`src/rtl/seq_divider.sv`:
```
// Sequential unsigned radix-2 restoring divider: one quotient bit per clock
// behind a start/done handshake, with a divide-by-zero shortcut.
//
// state | meaning
// IDLE  | waiting for start; the done pulse for the previous result shows here
// RUN   | N shift/compare/subtract iterations, one per clock
// FIN   | one busy cycle that commits the divide-by-zero result
module seq_divider #(
  parameter int N = 128
) (
  input  logic         clk,
  input  logic         rst_n,
  input  logic         start,
  input  logic [N-1:0] A,
  input  logic [N-1:0] B,
  output logic         busy,
  output logic         done,
  output logic [N-1:0] Q,
  output logic [N-1:0] R,
  output logic         dbz
);

  localparam int CW = $clog2(N);

  typedef enum logic [1:0] {IDLE, RUN, FIN} state_t;

  state_t        state, state_nxt;
  logic          done_nxt;
  logic [N-1:0]  q_sr, d_reg, rem;
  logic [N:0]    rem_sh;
  logic [N-1:0]  rem_diff, rem_nxt, q_nxt;
  logic          sub_msb_unused;
  logic          ge, last;
  logic [CW-1:0] count;

  // rem < B is invariant, so N bits hold it; only the shifted value needs N+1
  assign rem_sh = {rem, q_sr[N-1]};
  assign ge = rem_sh >= {1'b0, d_reg};
  assign {sub_msb_unused, rem_diff} = rem_sh - {1'b0, d_reg};
  assign rem_nxt = ge ? rem_diff : rem_sh[N-1:0];
  assign q_nxt = {q_sr[N-2:0], ge};
  assign last = (count == CW'(N - 1));
  assign busy = (state != IDLE);

  always_ff @(posedge clk or negedge rst_n) begin
    if (!rst_n) begin
      state <= IDLE;
      done  <= 1'b0;
    end else begin
      state <= state_nxt;
      done  <= done_nxt;
    end
  end

  // done is registered so it appears on the first cycle back in IDLE,
  // which lets the next accept follow the result with no dead cycle
  always_comb begin
    state_nxt = state;
    done_nxt  = 1'b0;
    case (state)
      IDLE: if (start) state_nxt = (B != '0) ? RUN : FIN;
      RUN: begin
        if (last) begin
          state_nxt = IDLE;
          done_nxt  = 1'b1;
        end
      end
      FIN: begin
        state_nxt = IDLE;
        done_nxt  = 1'b1;
      end
      default: state_nxt = IDLE;
    endcase
  end

  always_ff @(posedge clk or negedge rst_n) begin
    if (!rst_n) begin
      q_sr  <= '0;
      d_reg <= '0;
      rem   <= '0;
      count <= '0;
      Q     <= '0;
      R     <= '0;
      dbz   <= 1'b0;
    end else begin
      case (state)
        IDLE: begin
          if (start) begin
            q_sr  <= A;
            d_reg <= B;
            rem   <= '0;
            count <= '0;
          end
        end
        RUN: begin
          q_sr  <= q_nxt;
          rem   <= rem_nxt;
          count <= count + 1'b1;
          if (last) begin
            Q   <= q_nxt;
            R   <= rem_nxt;
            dbz <= 1'b0;
          end
        end
        FIN: begin
          Q   <= '1;
          R   <= q_sr;
          dbz <= 1'b1;
        end
        default: ;
      endcase
    end
  end

endmodule

```
`config.mk`:
```
export PLATFORM = sky130hd
export DESIGN_NAME = seq_divider
export DESIGN_NICKNAME = d
export VERILOG_FILES = /design/src/rtl/seq_divider.sv
export SDC_FILE = /design/constraint.sdc
export NUM_CORES = 2
export LEC_CHECK = 0
export CAP_MARGIN = 20
export CORE_MARGIN = 1.5
export CORE_UTILIZATION = 55
export DETAILED_ROUTE_END_ITERATION = 7
export DONT_BUFFER_PORTS = 1
export GPL_ROUTABILITY_DRIVEN = 0
export PLACE_DENSITY = 0.8
export SYNTH_ARGS = -nofsm -noshare
export SYNTH_HDL_FRONTEND = slang
export SYNTH_SLANG_ARGS = --single-unit
```
`constraint.sdc`:
```
create_clock -name clk -period 5.12 [get_ports clk]
set_clock_uncertainty 0.05 [all_clocks]
set_input_delay 1.024 -clock clk [delete_from_list [all_inputs] [get_ports clk]]
set_output_delay 1.024 -clock clk [all_outputs]
set_load 0.02 [all_outputs]
```
## Word level (Yosys, flattened, before mapping)

Index checks and enable logic that the tools add are counted.

- Add/sub/neg operators: 2
- $lt $le $gt $ge: 1
- Eq/ne operators: 5
- Muxes and demuxes: 19
- Reductions and logical operators: 9

Operator list:

| operator | count |
|---|---|
| one-hot mux 128 bit (2 select lines) | 4 |
| two-way mux 128 bit | 5 |
| greater-or-equal comparator 129 x 128 -> 1 bit | 1 |
| nonzero test 128 bit | 1 |
| subtractor 128 bit | 1 |
| one-hot mux 7 bit (2 select lines) | 1 |
| AND reduction 2 bit | 4 |
| adder 7 x 1 -> 7 bit, second input constant | 1 |
| == test 7 bit, second input constant | 1 |
| two-way mux 7 bit | 1 |
| two-way mux 2 bit | 3 |
| nonzero test 2 bit | 3 |
| inequality test 2 bit, second input constant | 2 |
| one-hot mux 1 bit (2 select lines) | 2 |
| one-hot mux 2 bit (2 select lines) | 1 |
| == test 2 x 1 -> 1 bit, second input constant | 1 |
| == test 2 bit, second input constant | 1 |
| zero test 2 bit | 1 |
| two-way mux 1 bit | 2 |

- Register bits after elaboration: 651
- Output and inout bits: 259
- Word-level logic and storage cells: 45

## Longest topological paths before layout

- Word-level depth: 4
- Depth in mapped cells: 18
- Depth with buffers taken out: 16

## Worst setup path after synthesis

No wires, ideal clock.

- Path type: reg2reg
- Start: register rem[27]
- End: register R[127]
- Library setup time: 126 ps
- Data arrival time: 3,529 ps
- Data required time: 4,944 ps
- Slack: 1,415 ps
- Stages on the path, launching flop included: 14
- Period minus slack after synthesis: 3,705 ps
- Path through: dfrtp_1 ha_1 buf_2 nand4_2 or4_4 or3_4 a31oi_4 o21ai_2 o31ai_4 a31oi_2 o31a_1 o31a_1 xnor2_2 a221o_1

- Cells in the longest elaborated chain, start to end: 4
- Elaborated cells between the ends (all ways): 5
- Those cells by class: add/sub: 1; order compare: 1; mux: 3

Ends and longest elaborated chain:

| element | line | RTL |
|---|---|---|
| from (decl) | 29 | `logic [N-1:0] q_sr, d_reg, rem;` |
| from (signal assigned) | 97 | `rem <= rem_nxt;` |
| subtractor 128 bit / greater-or-equal comparator 129 x 128 -> 1 bit (equally long branches) | 39, 38 |  |
| two-way mux 128 bit (*) | 40 | `assign rem_nxt = ge ? rem_diff : rem_sh[N-1:0];` |
| two-way mux 128 bit (*) | 99 | `if (last) begin` |
| one-hot mux 128 bit (2 select lines) (*) | 86 | `case (state)` |
| to (signal assigned) | 101 | `R <= rem_nxt;` |
| to (signal assigned) | 107 | `R <= q_sr;` |
| to (decl) | 19 | `output logic [N-1:0] R,` |

Mark *: on every way between the ends. The rest lies on a longest branch, timed or not. The select of a mux whose other input is x is not followed.
A chain may end at the register's enable or synchronous reset.

## Worst setup path in the final report

- Start: register rem[75]
- End: register R[19]

- Cells in the longest elaborated chain, start to end: 4

Ends and longest elaborated chain:

| element | line | RTL |
|---|---|---|
| greater-or-equal comparator 129 x 128 -> 1 bit | 38 | `assign ge = rem_sh >= {1'b0, d_reg};` |
| two-way mux 128 bit | 40 |  |
| two-way mux 128 bit | 99 |  |
| one-hot mux 128 bit (2 select lines) | 86 |  |

Every way passes these cells. The select of a mux whose other input is x is not followed.

==> impl_metrics.csv <==
group,metric,value,unit
logic_synthesis,mappedNetlistNets,4727,
floorplan,floorplan.die_area,0.06814,mm2
grt,grt_overflow,0,
worst_setup_path,cp-start-kind,"register",
worst_setup_path,rr_startpoint,"rem[75]",
detailed_routing,router_iterations_before_antenna_repair,8,
finish,fillCellCount,5693,
logic_synthesis,synth-seq-cells,651,
power,total_leakage_power,0.01784,uW
floorplan,floorplan.die.height,261.0,um
logic_synthesis,netlist_top_cells_area,"dfrtp_1 (44%), nor2_1 (7.1%), o21ai_0 (6.0%)",
grt,grt_start_max_net_pins,652,
sta,finalHoldViolations,0,
min_path,hp-class,"in -> async",
clock_tree,ctsRootBufferMaster,"clkbuf_16",
clock_tree,worst_skew_pair.late_latency,0.64,ns
detailed_routing,route.final.wire_length,129.8,mm
sta,final-setup-viol-count,0,
logic_synthesis,post_synth_most_frequent_cells,"nor2_1 (697), dfrtp_1 (651), nand2_1 (474)",
clock_tree,ctsHtreeMaxLevel,3,
run,max_cap_viol_count,0,
worst_setup_path,timing_worst_setup_path_type,"reg -> reg",
clock_tree,clockBufferDepth,3,
sta,max_freq,200.7,MHz
clock_tree,cts_inserted_buffers,72,
placement,portBuffers,0,
sta,worst_tran_pin_value,3.330,ns
worst_setup_path,family_of_cells_with_the_greatest_summed_delay_on_the_critical_path,"simple AND/OR/NAND/NOR gates",
worst_setup_path,crit_start,"rem[75]",
power,powerDensity,469.6,mW/mm2
grt,first_pass_grt_wire_length,193.0,mm
logic_synthesis,synth_enable_flop_cells,0,
placement,pre_cts_ws,0.03712,ns
worst_setup_path,cp_data_arrival_time,5.45,ns
worst_setup_path,crit_path_max_fanout,26,
worst_setup_path,worst_setup_path_end_kind,"register",
finish,ff_latch_area,0.01629,mm2
finish,final_cell_count_no_fill,5076,
logic_synthesis,ys_async_sr_fraction,100.0,%
sta,layout_setup_ws,0.1382,ns
floorplan,die_width,261.0,um
worst_setup_path,critical_path.max_stage_delay,0.59,ns
sta,final.setup.tns,0,ns
placement,post-dp-hpwl,93.53,mm
logic_synthesis,yosysSeqAreaShare,44.49,%
floorplan,placeableCoreArea,0.06586,mm2
detailed_routing,via_per_inst,6.613,
power,design_power_total,18510,uW
logic_synthesis,syn_area_per_cell,8.447,um2
clock_tree,numClockSinks,651,
detailed_routing,num_vias,33570,
sta,final_min_period_over_clock_period,97.30,%
floorplan,initial_utilization,55.60,%
finish,layout.core_utilization,59.83,%
finish,post_route_cells_drive_above_1_share,6.364,%
floorplan,fp-row-count,94,
logic_synthesis,yosys.area.top_type,"dfrtp_1",
grt,vias_in_the_first_global_route,32340,
clock_tree,cts_tree,"built",
worst_setup_path,cp_data_required_time,5.59,ns
sta,slew_viol_final,472,
logic_synthesis,synth_area,0.03662,mm2
worst_setup_path,crit_chain,"ha_1 > nand4_1 > nor4_2 > nand2_1 > inv_1 > nand4_1 > nor4b_2 > nor2_1 > o21a_1 > nand2_4 > buf_4 > mux2_2 > nor2_1 > o21ai_0",
sta,period_minus_slack,4.982,ns
status,violations,"design-rule violations, max-slew violations",
grt,track_usage,36.96,%
detailed_routing,wl_per_cell,25.57,um
finish,flow.area_growth_from_synthesis,7.619,%
status,status,"complete, but fails checks",
sta,maxSlewHeadroom,-122.0,%
floorplan,design.portCount,518,
worst_setup_path,cell_with_the_largest_stage_delay_on_the_worst_path,"nor4b_2",
placement,placed_cells,4949,
finish,final_net_count,4552,
logic_synthesis,synth_top_area_share,44.49,%
logic_synthesis,synth-main-ff-cell,"dfrtp_1",
sta,rsz0062_at_grt,"no",
clock_tree,cts.clk_slew.worst_paths,0.06,ns
logic_synthesis,yosys_warnings,0,
power,irDropWorstVdd,0.4322,mV
detailed_routing,remaining_antenna_violation_count,0,
detailed_routing,drcViolationCount,28,
detailed_routing,dr.first_iter.drc_count,4808,
finish,area_taken_by_multi_input_logic_gates,0.01851,mm2
worst_setup_path,timing.critical_path.buf_inv,2,
logic_synthesis,syn-instance-count,4335,
logic_synthesis,synth.distinct_cells,84,
grt,grt_antenna_before_repair,7,
logic_synthesis,synth_most_common_cell,"nor2_1",
-- power by group --
group | switching (uW) | leakage [uW] | internal (uW)
combinational | 4380 | 0.00822 | 1880
sequential | 840 | 0.00846 | 6120
clock | 2290 | 0.00116 | 3000
total | 7510 | 0.0178 | 11000
-- cells by family (layout without fill, tap and decap cells) --
| kind of cell | after synthesis | in the layout | synth area share [%] |
|---|---|---|---|
| flops | 651 | 651 | 44.49 |
| xor+xnor | 125 | 125 | 3.010 |
| other cells | 0 | 1 | 0 |
| compound gates | 1387 | 1387 | 22.94 |
| buf+inv | 483 | 359 | 5.238 |
| mux | 98 | 98 | 2.911 |
| simple gates | 1458 | 1458 | 16.84 |
| fa+ha+maj | 133 | 133 | 4.565 |
-- final timing paths --
kind                             end  slack [ns]  cells past startpoint
hold / removal                 Q[73]        0.04                      0
min in group clk           d_reg[82]        0.45                      2
max in group asynchronous   d_reg[1]        2.37                      0
setup reg to reg               R[19]        0.14                     14
setup / recovery               R[19]        0.14                     14
hold reg to reg             d_reg[0]        0.47                      1
-- worst register-to-register path, stage by stage (launching register included) --
cell and delay, ns:
dfrtp_1 0.47, ha_1 0.48, nand4_1 0.32, nor4_2 0.51, nand2_1 0.27, inv_1 0.16
nand4_1 0.16, nor4b_2 0.59, nor2_1 0.09, o21a_1 0.26, nand2_4 0.43, buf_4 0.43
mux2_2 0.43, nor2_1 0.12, o21ai_0 0.11
-- placed cells by master (no fill, tap or decap), types with 14 or more instances in the layout --
cell type and instances:
nor4_1 43, or3_1 19, o21a_1 23, xor2_1 48, xnor2_1 76, clkbuf_16 72, a221o_1 22, a31oi_1 26
nand4_1 83, a22o_1 65, nand3_1 39, o22ai_1 136, inv_1 188, o31ai_1 21, nand2_1 471, o21bai_1 44
nor3_1 27, and3_1 16, a32oi_1 22, buf_4 35, o21ai_0 438, dfrtp_1 651, a21o_1 53, ha_1 131
nor2_1 697, mux2_2 63, clkbuf_1 14, mux2i_1 30, a22oi_1 14, a21oi_1 404, a211oi_1 20
-- metal layers --
layer	GRT usage (%)	routed length [um]	share of wire [%]
met1	43.09	45700	35
met2	58.54	58690	45
met3	12.88	15570	12
met4	22.69	9789	7.5
met5	1.111	45	0.035
-- final cells by class --
class                      instances  share of cell area, %
multi-input combinational       3201                  46.97
sequential                       651                  41.34
clock buffer                      98                  5.124
tap                              864                  2.743
inverter                         189                  1.807
timing repair buffer              45                  1.137
clock inverter                    27                 0.8794
antenna                            1               0.006350
-- what timing repair did --
action,in CTS,in global routing
setup buffers,0,0
endpoints found under the setup margin,0,182
resized for setup,0,3
hold buffers,0,0
-- stage by stage --
step                hold WS (ns)  cell area, um2
detailed placement        0.4557           37020
finish                   0.03741           39410
CTS                      0.02415           39390
floorplan                 0.4183           36620
global placement          0.4362           37020
global route             0.02073           39410
Note: power is estimated with default switching activity, not from simulation.
